## config.mk

```make
export PLATFORM = sky130hd
export DESIGN_NAME = seq_magnitude_comparator
export DESIGN_NICKNAME = d
export VERILOG_FILES = /design/src/rtl/cmp_pkg.sv /design/src/rtl/digit_compare.sv /design/src/rtl/seq_magnitude_comparator.sv
export SDC_FILE = /design/constraint.sdc
export NUM_CORES = 1
export LEC_CHECK = 0
export CORE_MARGIN = 2
export CORE_UTILIZATION = 40
export CTS_CLUSTER_DIAMETER = 200
export CTS_CLUSTER_SIZE = 10
export DETAILED_ROUTE_END_ITERATION = 10
export GPL_ROUTABILITY_DRIVEN = 0
export PLACE_DENSITY = 0.75
export SLEW_MARGIN = 0
export SYNTH_ARGS = -nofsm -noshare
export SYNTH_HDL_FRONTEND = slang
export SYNTH_SLANG_ARGS = --single-unit
```

## constraint.sdc

```tcl
create_clock -name clk -period 2 [get_ports clk]
set_clock_uncertainty 0.2 [all_clocks]
set_input_delay 0.2 -clock clk [delete_from_list [all_inputs] [get_ports clk]]
set_output_delay 0.2 -clock clk [all_outputs]
set_load 0.03 [all_outputs]
```

## src/rtl/cmp_pkg.sv

```systemverilog
// Shared types for the digit-serial magnitude comparator: FSM states and the
// encoded result held between done and the next accepted start.
package cmp_pkg;

    typedef enum logic {IDLE, COMPARE} cmp_state_t;

    typedef enum logic [1:0] {RES_NONE, RES_GT, RES_EQ, RES_LT} cmp_res_t;

endpackage

```

## src/rtl/digit_compare.sv

```systemverilog
// Combinational unsigned compare of one DIGIT-bit slice.
module digit_compare #(
    parameter int DIGIT = 4
) (
    input  logic [DIGIT-1:0] da,
    input  logic [DIGIT-1:0] db,
    output logic             gt,
    output logic             eq,
    output logic             lt
);

    assign gt = (da > db);
    assign eq = (da == db);
    assign lt = (da < db);

endmodule

```

## src/rtl/seq_magnitude_comparator.sv

```systemverilog
// MSB-first digit-serial magnitude comparator with start/busy/done handshake.
// Signed operands are mapped to offset-binary at load so the datapath stays unsigned.
module seq_magnitude_comparator
    import cmp_pkg::*;
#(
    parameter int WIDTH = 16,
    parameter int DIGIT = 4,
    localparam int NUM_DIGITS = WIDTH / DIGIT,
    localparam int CNT_W = $clog2(NUM_DIGITS + 1)
) (
    input  logic             clk,
    input  logic             rst_n,
    input  logic             start,
    input  logic             signed_mode,
    input  logic [WIDTH-1:0] a,
    input  logic [WIDTH-1:0] b,
    output logic             busy,
    output logic             done,
    output logic             a_greater,
    output logic             a_equal,
    output logic             a_lesser,
    output logic [CNT_W-1:0] digits_used
);

    localparam logic [WIDTH-1:0] MSB_MASK  = WIDTH'(1) << (WIDTH - 1);
    localparam logic [CNT_W-1:0] LAST_IDX  = CNT_W'(NUM_DIGITS - 1);

    cmp_state_t       state_q, state_d;
    cmp_res_t         res_q, res_d;
    logic [WIDTH-1:0] sa_q, sa_d, sb_q, sb_d;
    logic [CNT_W-1:0] cnt_q, cnt_d;
    logic             done_q, done_d;
    logic             dgt, deq, dlt;

    digit_compare #(.DIGIT(DIGIT)) u_digit (
        .da (sa_q[WIDTH-1 -: DIGIT]),
        .db (sb_q[WIDTH-1 -: DIGIT]),
        .gt (dgt),
        .eq (deq),
        .lt (dlt)
    );

    always_comb begin
        state_d = state_q;
        res_d   = res_q;
        sa_d    = sa_q;
        sb_d    = sb_q;
        cnt_d   = cnt_q;
        done_d  = 1'b0;
        unique case (state_q)
            IDLE: begin
                if (start) begin
                    sa_d    = a ^ (signed_mode ? MSB_MASK : '0);
                    sb_d    = b ^ (signed_mode ? MSB_MASK : '0);
                    res_d   = RES_NONE;
                    cnt_d   = '0;
                    state_d = COMPARE;
                end
            end
            COMPARE: begin
                // cnt_q holds digits already found equal; this cycle examines one more.
                if (dgt || dlt || (deq && cnt_q == LAST_IDX)) begin
                    res_d   = dgt ? RES_GT : (dlt ? RES_LT : RES_EQ);
                    cnt_d   = cnt_q + CNT_W'(1);
                    done_d  = 1'b1;
                    state_d = IDLE;
                end else begin
                    sa_d  = sa_q << DIGIT;
                    sb_d  = sb_q << DIGIT;
                    cnt_d = cnt_q + CNT_W'(1);
                end
            end
            default: state_d = IDLE;
        endcase
    end

    always_ff @(posedge clk or negedge rst_n) begin
        if (!rst_n) begin
            state_q <= IDLE;
            res_q   <= RES_NONE;
            sa_q    <= '0;
            sb_q    <= '0;
            cnt_q   <= '0;
            done_q  <= 1'b0;
        end else begin
            state_q <= state_d;
            res_q   <= res_d;
            sa_q    <= sa_d;
            sb_q    <= sb_d;
            cnt_q   <= cnt_d;
            done_q  <= done_d;
        end
    end

    assign busy        = (state_q == COMPARE);
    assign done        = done_q;
    assign a_greater   = (res_q == RES_GT);
    assign a_equal     = (res_q == RES_EQ);
    assign a_lesser    = (res_q == RES_LT);
    assign digits_used = cnt_q;

endmodule

```

==> flow_metrics.py <==
metrics = {
    "run_status": {
        "status": "complete, no violations",
    },
    "finish": {
        "final_nets": 282,
        "antenna_cells": 0,
        "layout_commonest_cell": "clkdlybuf4s50_1",
        "areaGrowthSynthToFinish_pct": 43.0,
        "drive_above_1_share_pct": 17.5,
        "mostFrequentLayoutCells": "42 x clkdlybuf4s50_1, 39 x dfrtp_1, 27 x a21oi_1, 21 x nand2_1, 20 x nor2_1",
        "fillers": 381,
    },
    "floorplan": {
        "initial_utilization_pct": 42.1,
        "die_h_microns": 72.2,
        "core-area_sq_mm": 0.00441,
        "pin_count": 44,
        "rows": 24,
        "fp.dieArea_sq_mm": 0.00521,
        "die_width_microns": 72.2,
    },
    "logic_synthesis": {
        "yosys_warnings": 0,
        "yosys.cell_types.count": 33,
        "synth_seq_area_share_pct": 52.5,
        "syn_avg_cell_area_sq_um": 9.84,
        "synthCells": 189,
        "ys_seq_elements": 39,
        "synth_area_sq_mm": 0.00186,
        "synth_nets": 231,
    },
    "sta": {
        "setup_slack_ps": 21.2,
        "finalCritPeriodShare_pct": 98.9,
        "setup-tns-final_ps": 0,
        "fmax_mhz": 505,
        "min_period_ps": 1980,
        "setup_viol": 0,
        "finalHoldViolCount": 0,
        "worst_pin_slew_ps": 557,
        "timing.hold.ws_ps": 240,
        "max_slew_margin_pct": 62.3,
        "rsz0062_at_grt": "true",
        "slew_viol_final": 0,
    },
    "critical_path": {
        "timing.rr.start": "sa_q[14]$_DFFE_PN0P_",
        "path_max_fanout": 7,
        "cp_top_family": "simple AND/OR/NAND/NOR gates",
        "arrival_ps": 1990,
        "r2r-end": "sb_q[14]$_DFFE_PN0P_",
        "slowest_stage": "or4b_4",
        "crit_path_cell_trace": "ha_2 > or4b_4 > nand4_4 > buf_12 > o22ai_1 > a31oi_1",
        "startpoint": "sa_q[14]$_DFFE_PN0P_",
        "reg2reg_depth": 6,
        "end_kind": "flop",
        "path_class": "reg2reg",
        "slowest_delay_ps": 540,
        "cp.buffers_inverters": 1,
        "required_ps": 2010,
        "start_kind": "flop",
        "critical_path_depth": 6,
        "r2r_slack_ps": 20,
    },
    "grt": {
        "grt_pass1_vias": 1430,
        "gr-total-overflow": 0,
        "antenna_found_initial": 0,
        "grt_pass1_wl_microns": 6570,
        "grt_max_degree": 40,
        "grt.total_usage_pct": 16.4,
    },
    "clock_tree": {
        "clockBufferDepth": 2,
        "cts.clk_slew.worst_paths_ps": 70,
        "cts.sinks": 39,
        "cts_tree": "done",
        "insertion_delay_ps": 290,
        "htreeDepth": 2,
        "root_buffer": "clkbuf_8",
        "numCtsBuffers": 5,
    },
    "routing": {
        "first_pass_iters": 4,
        "drt_wl_total_microns": 4120,
        "drt-initial-drc-count": 77,
        "post-route-drc-count": 0,
        "wl_per_cell_microns": 14.1,
        "num_vias": 1549,
        "via_per_inst": 5.30,
        "ant_nets": 0,
    },
    "placement": {
        "pre_cts_ws_ps": 26.5,
        "dp_hpwl_microns": 2520,
        "portBuffers": 43,
    },
    "power_and_ir_drop": {
        "max-vdd-ir-drop_v": 0.000557,
        "fin_total_pwr_w": 0.00371,
        "power_density_mw_per_mm2": 1390,
        "p_leak_nw": 1.11,
    },
    "min_path": {
        "min_path_type": "in2reg",
        "worstHoldStart": "a[1]",
        "min_to": "sa_q[1]$_DFFE_PN0P_",
        "min_path_cells": 3,
    },
    "job": {
        "drv_cap": 0,
    },
}
per-stage QoR:
stage / utilization [%] / cells / cell area [sq um]
global route: 60.3 / 292 / 2660
detailed placement: 54.1 / 279 / 2390
finish: 60.3 / 292 / 2660
global placement: 54.1 / 279 / 2390
CTS: 56.7 / 287 / 2500
floorplan: - / 189 / 1860
per-layer routing:
metal | share of wire, % | up-vias | track usage, %
li1 | - | 779 | -
met1 | 46 | 715 | 21.8
met4 | 1.1 | 0 | 5.66
met2 | 48 | 48 | 25.1
met3 | 5.2 | 7 | 5.83
met5 | 0 | - | 0
cell usage after synthesis:
cell | n | area share [%]
nand2b_1 | 3 | 1.0
nand2_1 | 21 | 4.2
a22oi_4 | 1 | 1.1
o31a_1 | 1 | 0.47
and2_1 | 1 | 0.34
clkbuf_1 | 5 | 1.0
a22oi_2 | 1 | 0.67
a31oi_1 | 3 | 1.0
o22ai_1 | 22 | 7.4
mux2i_1 | 1 | 0.54
nand4_4 | 1 | 1.1
nor3_1 | 1 | 0.27
inv_1 | 6 | 1.2
o21ai_2 | 1 | 0.47
nand4_1 | 1 | 0.34
o31ai_1 | 1 | 0.40
nor4_1 | 1 | 0.34
o21ai_0 | 3 | 0.81
o211ai_1 | 1 | 0.40
and4_1 | 1 | 0.47
nor4b_1 | 1 | 0.47
or4b_4 | 1 | 0.74
dfrtp_1 | 39 | 52
and4_4 | 1 | 0.61
a21oi_1 | 29 | 7.8
nand3_1 | 1 | 0.27
xor2_1 | 2 | 0.94
buf_6 | 3 | 1.8
ha_1 | 6 | 4.0
nor2b_1 | 4 | 1.3
a22o_1 | 1 | 0.47
nor2_1 | 20 | 4.0
buf_2 | 5 | 1.3
state kept, by name, indices dropped and copies added, names as in the netlist:
register	flops
sb_q	16
digits_used	3
done	1
res_q	2
busy	1
sa_q	16
area by class of cell:
cell class,instances,area [sq um],share of cell area [%]
clock buffers,5,68.8,2.59
clock inverters,2,37.5,1.41
inverters,6,22.5,0.846
multi-input cells,131,852,32.0
flip-flops and latches,39,976,36.7
well taps,52,65.1,2.44
repair buffers,57,639,24.0
kinds of logic (layout without fill, tap and decap cells):
| logic type | count (synthesis) | count (layout) | synth area share (%) |
|---|---|---|---|
| xor+xnor | 2 | 2 | 0.942 |
| mux | 1 | 1 | 0.538 |
| fa+ha+maj | 6 | 6 | 4.03 |
| flops | 39 | 39 | 52.5 |
| simple gates | 58 | 58 | 15.6 |
| compound gates | 64 | 64 | 21.0 |
| buf+inv | 19 | 70 | 5.38 |
worst reg2reg max path: stages, from the launching register on:
cell	delay (ps)
dfrtp_1	400
ha_2	210
or4b_4	540
nand4_4	180
buf_12	160
o22ai_1	70
a31oi_1	140
timing repair:
item	4_1_cts	5_1_grt
buffers inserted	0	2
setup endpoints to repair	0	23
resized for setup	0	15
hold buffers	1	0
hold endpoints to repair	39	0
power breakdown:
part | total, W | internal (W) | leakage [nW] | switching (W)
registers | 0.00140 | 0.00116 | 0.454 | 0.000239
logic | 0.00167 | 0.000841 | 0.609 | 0.000828
clock network | 0.000641 | 0.000364 | 0.0502 | 0.000276
total | 0.00371 | 0.00237 | 1.11 | 0.00134
worst max path at each step:
stage                                 to  slack [ps]
floorplan           sb_q[15]$_DFFE_PN0P_           7
global placement    sb_q[12]$_DFFE_PN0P_          80
detailed placement  sb_q[12]$_DFFE_PN0P_          30
CTS                 sb_q[12]$_DFFE_PN0P_          20
global route        sb_q[12]$_DFFE_PN0P_         -50
finish              sb_q[14]$_DFFE_PN0P_          20
(Power assumes the default switching activity.)
